<file path="src/rtl/ctrl_pkg.sv">
// +----------------------------------------------------------------------------+
// | ctrl_pkg: shared state, opcode and datapath-select encodings               |
// | Rev 1.0                                                                    |
// +----------------------------------------------------------------------------+
`default_nettype none

package ctrl_pkg;

  typedef enum logic [3:0] {
    S_FETCH    = 4'd0,
    S_DECODE   = 4'd1,
    S_MEMADR   = 4'd2,
    S_MEMREAD  = 4'd3,
    S_MEMWB    = 4'd4,
    S_MEMWRITE = 4'd5,
    S_EXECR    = 4'd6,
    S_EXECI    = 4'd7,
    S_ALUWB    = 4'd8,
    S_BRANCH   = 4'd9,
    S_JAL      = 4'd10,
    S_ILLEGAL  = 4'd11
  } state_e;

  localparam logic [6:0] OP_LW  = 7'b0000011;
  localparam logic [6:0] OP_SW  = 7'b0100011;
  localparam logic [6:0] OP_R   = 7'b0110011;
  localparam logic [6:0] OP_I   = 7'b0010011;
  localparam logic [6:0] OP_BR  = 7'b1100011;
  localparam logic [6:0] OP_JAL = 7'b1101111;

  localparam logic [1:0] IMM_I = 2'd0;
  localparam logic [1:0] IMM_S = 2'd1;
  localparam logic [1:0] IMM_B = 2'd2;
  localparam logic [1:0] IMM_J = 2'd3;

  localparam logic [2:0] ALU_ADD = 3'b000;
  localparam logic [2:0] ALU_SUB = 3'b001;
  localparam logic [2:0] ALU_AND = 3'b010;
  localparam logic [2:0] ALU_OR  = 3'b011;
  localparam logic [2:0] ALU_XOR = 3'b100;
  localparam logic [2:0] ALU_SLT = 3'b101;

  localparam logic [1:0] SRCA_PC    = 2'd0;
  localparam logic [1:0] SRCA_OLDPC = 2'd1;
  localparam logic [1:0] SRCA_RS1   = 2'd2;

  localparam logic [1:0] SRCB_RS2  = 2'd0;
  localparam logic [1:0] SRCB_IMM  = 2'd1;
  localparam logic [1:0] SRCB_FOUR = 2'd2;

  localparam logic [1:0] RES_ALUOUT    = 2'd0;
  localparam logic [1:0] RES_DATA      = 2'd1;
  localparam logic [1:0] RES_ALURESULT = 2'd2;

endpackage

`default_nettype wire

</file>
<file path="src/rtl/alu_decoder.sv">
// +----------------------------------------------------------------------------+
// | alu_decoder: funct3/funct7[5] to ALU operation, flags unsupported funct3   |
// | Rev 1.0                                                                    |
// +----------------------------------------------------------------------------+
`default_nettype none

module alu_decoder
  import ctrl_pkg::*;
(
  input  logic [2:0] i_funct3,
  input  logic       i_ins30,
  input  logic       i_is_rtype,
  output logic [2:0] o_alu_ctrl,
  output logic       o_valid
);

  always_comb begin
    o_alu_ctrl = ALU_ADD;
    o_valid    = 1'b1;
    case (i_funct3)
      // Immediate forms have no subtract; bit 30 is part of the immediate there.
      3'b000:  o_alu_ctrl = (i_is_rtype && i_ins30) ? ALU_SUB : ALU_ADD;
      3'b111:  o_alu_ctrl = ALU_AND;
      3'b110:  o_alu_ctrl = ALU_OR;
      3'b100:  o_alu_ctrl = ALU_XOR;
      3'b010:  o_alu_ctrl = ALU_SLT;
      default: o_valid    = 1'b0;
    endcase
  end

endmodule

`default_nettype wire

</file>
<file path="src/rtl/multicycle_ctrl.sv">
// +----------------------------------------------------------------------------+
// | multicycle_ctrl: multicycle RISC-V subset control FSM with retire counter  |
// | Rev 1.0                                                                    |
// +----------------------------------------------------------------------------+
`default_nettype none

module multicycle_ctrl
  import ctrl_pkg::*;
#(
  parameter int CNT_W = 32
) (
  input  logic             clk,
  input  logic             rst,
  input  logic [31:0]      ins,
  input  logic             zero,
  input  logic             mem_ready,
  output logic             pc_write,
  output logic             ir_write,
  output logic             reg_write,
  output logic             mem_write,
  output logic             adr_src,
  output logic [1:0]       alu_src_a,
  output logic [1:0]       alu_src_b,
  output logic [1:0]       result_src,
  output logic [1:0]       imm_src,
  output logic [2:0]       alu_ctrl,
  output logic             illegal,
  output logic             retired,
  output logic [CNT_W-1:0] retire_cnt
);

  state_e           r_state;
  state_e           w_next;
  logic [6:0]       w_op;
  logic [2:0]       w_funct3;
  logic [2:0]       w_dec_alu;
  logic             w_dec_valid;
  logic             w_br_valid;
  logic [CNT_W-1:0] r_retire_cnt;
  logic             w_unused;

  assign w_op       = ins[6:0];
  assign w_funct3   = ins[14:12];
  assign w_br_valid = (w_funct3 == 3'b000) || (w_funct3 == 3'b001);
  assign w_unused   = ^{ins[31], ins[29:15], ins[11:7]};

  alu_decoder u_alu_decoder (
    .i_funct3   (w_funct3),
    .i_ins30    (ins[30]),
    .i_is_rtype (w_op == OP_R),
    .o_alu_ctrl (w_dec_alu),
    .o_valid    (w_dec_valid)
  );

  always_ff @(posedge clk) begin
    if (rst) begin
      r_state <= S_FETCH;
    end else begin
      r_state <= w_next;
    end
  end

  always_comb begin
    w_next = r_state;
    case (r_state)
      S_FETCH:    w_next = mem_ready ? S_DECODE : S_FETCH;
      S_DECODE: begin
        case (w_op)
          OP_LW, OP_SW: w_next = S_MEMADR;
          OP_R:         w_next = S_EXECR;
          OP_I:         w_next = S_EXECI;
          OP_BR:        w_next = S_BRANCH;
          OP_JAL:       w_next = S_JAL;
          default:      w_next = S_ILLEGAL;
        endcase
      end
      S_MEMADR:   w_next = (w_op == OP_SW) ? S_MEMWRITE : S_MEMREAD;
      S_MEMREAD:  w_next = mem_ready ? S_MEMWB : S_MEMREAD;
      S_MEMWB:    w_next = S_FETCH;
      S_MEMWRITE: w_next = mem_ready ? S_FETCH : S_MEMWRITE;
      S_EXECR,
      S_EXECI:    w_next = w_dec_valid ? S_ALUWB : S_ILLEGAL;
      S_ALUWB:    w_next = S_FETCH;
      S_BRANCH:   w_next = w_br_valid ? S_FETCH : S_ILLEGAL;
      S_JAL:      w_next = S_ALUWB;
      S_ILLEGAL:  w_next = S_ILLEGAL;
      default:    w_next = S_FETCH;
    endcase
  end

  // Everything is forced low during reset so an aborted access cannot strobe.
  always_comb begin
    pc_write   = 1'b0;
    ir_write   = 1'b0;
    reg_write  = 1'b0;
    mem_write  = 1'b0;
    adr_src    = 1'b0;
    alu_src_a  = SRCA_PC;
    alu_src_b  = SRCB_RS2;
    result_src = RES_ALUOUT;
    imm_src    = IMM_I;
    alu_ctrl   = ALU_ADD;
    illegal    = 1'b0;
    retired    = 1'b0;
    if (!rst) begin
      case (r_state)
        S_FETCH: begin
          alu_src_b  = SRCB_FOUR;
          result_src = RES_ALURESULT;
          ir_write   = mem_ready;
          pc_write   = mem_ready;
        end
        S_DECODE: begin
          alu_src_a = SRCA_OLDPC;
          alu_src_b = SRCB_IMM;
          imm_src   = (w_op == OP_JAL) ? IMM_J : IMM_B;
        end
        S_MEMADR: begin
          alu_src_a = SRCA_RS1;
          alu_src_b = SRCB_IMM;
          imm_src   = (w_op == OP_SW) ? IMM_S : IMM_I;
        end
        S_MEMREAD: adr_src = 1'b1;
        S_MEMWB: begin
          result_src = RES_DATA;
          reg_write  = 1'b1;
          retired    = 1'b1;
        end
        S_MEMWRITE: begin
          adr_src   = 1'b1;
          mem_write = 1'b1;
          retired   = mem_ready;
        end
        S_EXECR: begin
          alu_src_a = SRCA_RS1;
          alu_src_b = SRCB_RS2;
          alu_ctrl  = w_dec_alu;
        end
        S_EXECI: begin
          alu_src_a = SRCA_RS1;
          alu_src_b = SRCB_IMM;
          imm_src   = IMM_I;
          alu_ctrl  = w_dec_alu;
        end
        S_ALUWB: begin
          reg_write = 1'b1;
          retired   = 1'b1;
        end
        S_BRANCH: begin
          alu_src_a = SRCA_RS1;
          alu_src_b = SRCB_RS2;
          alu_ctrl  = ALU_SUB;
          pc_write  = w_br_valid && ((w_funct3[0]) ? !zero : zero);
          retired   = w_br_valid;
        end
        S_JAL: begin
          alu_src_a = SRCA_OLDPC;
          alu_src_b = SRCB_FOUR;
          pc_write  = 1'b1;
        end
        S_ILLEGAL: illegal = 1'b1;
        default: ;
      endcase
    end
  end

  always_ff @(posedge clk) begin
    if (rst) begin
      r_retire_cnt <= '0;
    end else if (retired) begin
      r_retire_cnt <= r_retire_cnt + CNT_W'(1);
    end
  end

  assign retire_cnt = r_retire_cnt;

endmodule

`default_nettype wire

</file>
<file path="config.mk">
export PLATFORM = sky130hd
export DESIGN_NAME = multicycle_ctrl
export DESIGN_NICKNAME = d
export VERILOG_FILES = /design/src/rtl/ctrl_pkg.sv /design/src/rtl/alu_decoder.sv /design/src/rtl/multicycle_ctrl.sv
export SDC_FILE = /design/constraint.sdc
export NUM_CORES = 1
export LEC_CHECK = 0
export ABC_AREA = 1
export BUFFER_PORTS_ARGS = -buffer_cell sky130_fd_sc_hd__buf_4
export CAP_MARGIN = 20
export CORE_MARGIN = 1.5
export CORE_UTILIZATION = 45
export CTS_CLUSTER_SIZE = 28
export DETAILED_ROUTE_END_ITERATION = 8
export GPL_ROUTABILITY_DRIVEN = 1
export GPL_TIMING_DRIVEN = 0
export PLACE_DENSITY = 0.74
export SYNTH_ARGS = -nofsm -noshare
export SYNTH_HDL_FRONTEND = slang
export SYNTH_HIERARCHICAL = 1
export SYNTH_SLANG_ARGS = --single-unit
</file>
<file path="constraint.sdc">
create_clock -name clk -period 2.5 [get_ports clk]
set_clock_uncertainty 0.2 [all_clocks]
set_input_delay 0.375 -clock clk [delete_from_list [all_inputs] [get_ports clk]]
set_output_delay 0.375 -clock clk [all_outputs]
set_load 0.05 [all_outputs]
</file>
==> metrics.cfg, run 1 <==
[route]
drtPass1Iterations = 4
routed_wl_um = 7570
via_count = 3002
routedWlPerCell_um = 12.4
ant_nets = 0
drc = 0
drt-initial-drc-count = 179
vias_per_cell = 4.91

[setup_path]
crit_cells = 9
end_kind = output port
ff2ff_path_depth = 10
max_stage_delay_ps = 360
criticalPathCategory = reg2out
cp_max_fo = 10
critPathTopFamily = buffers and inverters
cp.required_ps = 1920
cp-start-kind = flop
slowest_stage = dfxtp_1
critPathArrivalTime_ps = 1790
r2r_setup_slack_ps = 330
path_buf_inv = 4
worstPathCellList = inv_2, nand2_4, nor2_4, nand2_2, nand3_4, nand2_8, inv_8, buf_12, buf_4

[power_and_ir_drop]
pwr_density_cell_nw_per_um2 = 565
leakagePower_nw = 1.41
irDropWorstVdd_mv = 0.570
comb_power_share = 0.432
p_int_mw = 1.10
switching_share = 0.434
p_seq_frac = 0.329
power.switching_uw = 847
p_clk_frac = 0.239

[yosys]
synthArstFlopShare = 0
synth_seq_cells = 36
ys_top_cells_by_area = dfxtp_1, nand2_1, nor2_1, inv_1, a21oi_2
synth_flop_cell = dfxtp_1
synth_fp_nets = 503
yosys.area.top_type_share = 0.260
synth_warnings = 6
synthesis.area_um2 = 2770
yosysTopAreaCell = dfxtp_1
syn_inst = 466
synth_edf_count = 0
synth_common_cells = nand2_1, nor2_1, inv_1, dfxtp_1, nand3_1
yosysSeqAreaShare = 0.260
synth_cell_types = 28
syn_avg_cell_area_um2 = 5.94
synth_most_common_cell = nand2_1

[status]
status = complete, no violations

[floorplanning]
initial_core_util = 0.468
core_um2 = 5920
die-area_um2 = 6640
rows = 28
die_width_um = 81.5
ios = 86
die_y_um = 81.5

[clock_tree]
clock_latency_ps = 300
cts.sinks = 36
cts_setup_buffers = 0
cts.path.max_buffers = 2
cts_made_buffers = 5
clk_pin_slew_ps = 70
htree_levels = 2
ctsHoldBuffers = 0
cts-root-buf = clkbuf_8
cts_resized = 0
cts_tree = yes

[place]
hpwl_um = 6010
portBuffers = 63
place.gp.congestion = 0.919
dp_slack_ps = 104

[timing]
final-hold-violation-count = 0
setup_violations = 0
rsz0062_at_grt = no
whs_ps = 194
fmax_mhz = 422
tightest_slew_ps = 754
slew_viol_final = 0
setup_tns_ps = 0
period_share = 0.948
worst_slack_ps = 131
period_minus_slack_ps = 2370
relSlewSlack = 0.498

[final_layout]
antenna_cells = 0
syn2layout_area_growth_pct = 24.6
drive_above_1_share = 0.254
finish.net_count = 573

[run]
cap_violations = 0

[global_routing]
grtUsageTotal = 0.248
grt_overflow = 0
grt_pass1_vias = 2819
antenna_found_initial = 0
grt_start_max_net_pins = 11
grt_first_pass_wirelength_um = 12700

[hold_path]
hold_depth = 3
hold_path.class = in2reg

## worst register-to-register path: cells and delay by family, from the launching register on
family,cells,cell delay [ps]
simple gates,9,1220
fa+ha+maj,1,230
flops,1,430
## flip-flops by register name (all words and copies together), names as in the netlist
register	flops
retire_cnt	32
r_state	4
## metal layers
layer  wire length (µm)  vias up  global-route usage  part of all wire
li1                   -     1581                   -                 -
met1               3460     1322               0.314              0.46
met2               3600       89               0.418              0.48
met3                374       10              0.0378             0.049
met4                129        0               0.103             0.017
met5                  0        -                   0                 0
## per-stage QoR
step / total power, mW / instances / utilization / cell area, µm²
final: 1.95 / 611 / 0.583 / 3450
after global routing: 2.06 / 611 / 0.583 / 3450
after CTS: 1.95 / 611 / 0.582 / 3440
after detailed placement: 1.49 / 604 / 0.565 / 3350
after global placement: 1.48 / 604 / 0.565 / 3350
after floorplan: 1.28 / 466 / - / 2780
## layout by cell type (no fill, tap or decap), drive strengths merged
master  instances
clkbuf         13
inv            50
nor3            7
o21ai          10
nand3b          1
o31ai           1
buf            67
xnor2           5
nand3          28
nand4           3
a31oi           2
nand2         184
a21oi          32
dfxtp          36
ha              1
nor2           89
xor2            7
## cell type report
| type | count | area, µm² |
|---|---|---|
| tap | 75 | 93.8 |
| multi-input combinational | 370 | 1790 |
| buffer | 10 | 85.1 |
| timing repair buffer | 63 | 473 |
| inverter | 50 | 195 |
| sequential | 36 | 721 |
| clock buffer | 7 | 96.3 |
| fill | 590 | 2470 |
## logic make-up after synthesis
group                      share of synthesized area
DFF                                            0.260
AOI/OAI and AO/OA                              0.109
adders and majority gates                    0.00452
and+or+nand+nor                                0.487
buffers and inverters                          0.101
xor gates and xnor gates                      0.0379
## path summary, 6_finish.rpt
path                          to      startpoint
setup / recovery         retired      r_state[1]
hold / removal        r_state[0]          ins[4]
setup reg to reg  retire_cnt[18]   retire_cnt[0]
hold reg to reg   retire_cnt[31]  retire_cnt[31]
## power by group through the flow
| stage | logic, mW | registers, mW | clock network (mW) |
|---|---|---|---|
| after floorplan | 0.611 | 0.669 | 0 |
| after global placement | 0.829 | 0.655 | 0 |
| after detailed placement | 0.833 | 0.656 | 0 |
| after CTS | 0.838 | 0.642 | 0.474 |
| after global routing | 0.911 | 0.647 | 0.504 |
| final | 0.843 | 0.642 | 0.466 |
(Power assumes the default switching activity.)
==> run 2: changes to the inputs <==
- CORE_ASPECT_RATIO: default -> 0.6
==> run 2 against run 1 <==
Net effect: utilization up 2.4 points; hold slack got worse by 25 ps; combinational power grew 5.1%; routed wire length increased by 14%; design area is 1.1% higher; flip-flop and latch count stayed put; maximum frequency is 0.81% lower; largest cell class unchanged.
==> metrics.cfg, run 2 (same netlist as run 1, synthesis figures left out) <==
[final_layout]
layout_common_cells = nand2_1, nor2_1, buf_4, inv_1, dfxtp_1
layout_commonest_cell = nand2_1
stdcell_area_um2 = 3490  ; +1.1%
drive_above_1_share = 0.263  ; +0.00884
fin_util = 0.606  ; +0.0236
fin_cells = 617  ; +0.98%
largest_reg_flops = 32  ; unchanged
finish.net_count = 573  ; unchanged
nFillCells = 572  ; -3.1%
antenna_cells = 0  ; unchanged
syn2layout_area_growth_pct = 26.0

[power_and_ir_drop]
p_clk_frac = 0.257  ; +0.018
p_int_mw = 1.16  ; +5.2%
power.switching_uw = 913  ; +7.7%
switching_share = 0.440  ; +0.00583
comb_power_share = 0.427  ; -0.005
total_power_mw = 2.07  ; +6.3%
p_seq_frac = 0.316  ; -0.013
leakagePower_nw = 1.42  ; +0.63%
pwr_density_cell_nw_per_um2 = 594  ; +5.1%
irDropWorstVdd_mv = 0.392  ; -31%

[clock_tree]
clk_pin_slew_ps = 80  ; about the same
htree_levels = 2  ; unchanged
cts.path.max_buffers = 2  ; unchanged
cts.sinks = 36  ; unchanged
cts_tree = yes
cts_made_buffers = 5  ; unchanged
clock_latency_ps = 300  ; about the same
cts-root-buf = clkbuf_8
cts_setup_buffers = 0  ; unchanged

[route]
ant_nets = 0  ; unchanged
vias_per_cell = 5.13  ; +4.3%
via_count = 3163  ; +5.4%
drc = 0  ; unchanged
routedWlPerCell_um = 14.0  ; +13%
drtPass1Iterations = 5  ; +1
drt-initial-drc-count = 263  ; +47%
routed_wl_um = 8630  ; +14%

[setup_path]
cp_max_fo = 10  ; unchanged
end_kind = output port
cp-start-kind = flop
cp.required_ps = 1920  ; about the same
critPathArrivalTime_ps = 1810  ; +20 ps
criticalPathCategory = reg2out

[timing]
relSlewSlack = 0.494  ; -0.00334
setup_tns_ps = 0  ; unchanged
setup_violations = 0  ; unchanged
final-hold-violation-count = 0  ; unchanged
period_share = 0.955  ; +0.00772
fmax_mhz = 419  ; -0.81%
rsz0062_at_grt = no
tightest_slew_ps = 759  ; +5.02 ps
period_minus_slack_ps = 2390  ; +19.3 ps
slew_viol_final = 0  ; unchanged

[hold_path]
hold_path.class = in2reg

[floorplanning]
die_width_um = 104  ; +28%
rows = 21  ; -25%
ios = 86  ; unchanged
die-area_um2 = 6650  ; +0.23%
core_um2 = 5750  ; -2.8%
initial_core_util = 0.481  ; +0.0135
die_y_um = 63.8  ; -22%

[place]
place.gp.congestion = 0.954  ; +3.7%
dpl_cell_area_um2 = 3350  ; +0.19%
dp_cells = 609  ; +0.83%
hpwl_um = 6900  ; +15%
portBuffers = 63  ; unchanged

[global_routing]
grt_first_pass_wirelength_um = 13800  ; +9.0%
grtUsageTotal = 0.269  ; +0.0206
grt_overflow = 0  ; unchanged
antenna_found_initial = 0  ; unchanged
grt_pass1_vias = 2793  ; -0.92%
grt_start_max_net_pins = 13  ; +2

[run]
cap_violations = 0  ; unchanged

[status]
status = complete, no violations

[run 2: cell types whose count changed in the layout (fill, tap and decap cells not counted), sizes merged]
cell | before | now
bufinv | 0 | 1
clkbuf | 13 | 11
clkinv | 0 | 1
clkinvlp | 0 | 1
[run 2: worst max-delay path: stages, from the launching register on]
cell and delay [ps]:
dfxtp_2 390, inv_2 50, nand2_2 150, nand3_2 160, nand3_4 190, nand2_8 110, inv_8 110, buf_12 140
buf_4 200
[run 2: final cells by class]
class | count | area, µm² | area share
flip-flops and latches | 36 | 724 | 0.208
inverters | 50 | 195 | 0.0559
clock inverters | 3 | 42.5 | 0.0122
repair buffers | 63 | 473 | 0.136
clock buffers | 5 | 68.8 | 0.0197
plain buffers | 10 | 85.1 | 0.0244
multi-input cells | 370 | 1800 | 0.516
well taps | 80 | 100 | 0.0287
[run 2: path summary, 6_finish.rpt]
kind / from / endpoint / slack [ps] / depth (start not counted)
max: r_state[2] / retired / 110 / 8
min: ins[4] / r_state[0] / 170 / 3
max reg2reg: retire_cnt[0] / retire_cnt[14] / 370 / 8
min reg2reg: retire_cnt[31] / retire_cnt[31] / 320 / 2
[run 2: repair_timing]
action                                  CTS  global route
endpoints found under the setup margin    1             3
pin swaps                                 0             0
hold buffers                              0             0
resized for setup                         1             7
[run 2: routing by layer]
layer / track usage / vias up / wire [µm] / part of all wire
met1: 0.435 / 1430 / 4640 / 0.54
li1: - / 1588 / - / -
met5: 0 / - / 0 / 0
met3: 0.0673 / 10 / 823 / 0.095
met4: 0.0503 / 0 / 57 / 0.0066
met2: 0.344 / 135 / 3120 / 0.36
[run 2: through the flow]
stage / hold WS [ps] / setup slack, ps
floorplan: 340 / 23.4
global placement: 293 / 107
detailed placement: 317 / 95.9
CTS: 175 / 67.5
global route: 186 / 11.4
finish: 169 / 111
[run 2: power groups by stage]
stage | sequential [mW] | clock [mW] | combinational (mW)
after floorplan | 0.669 | 0 | 0.611
after global placement | 0.662 | 0 | 0.847
after detailed placement | 0.662 | 0 | 0.855
after CTS | 0.648 | 0.537 | 0.864
after global routing | 0.659 | 0.563 | 0.947
final | 0.656 | 0.532 | 0.886
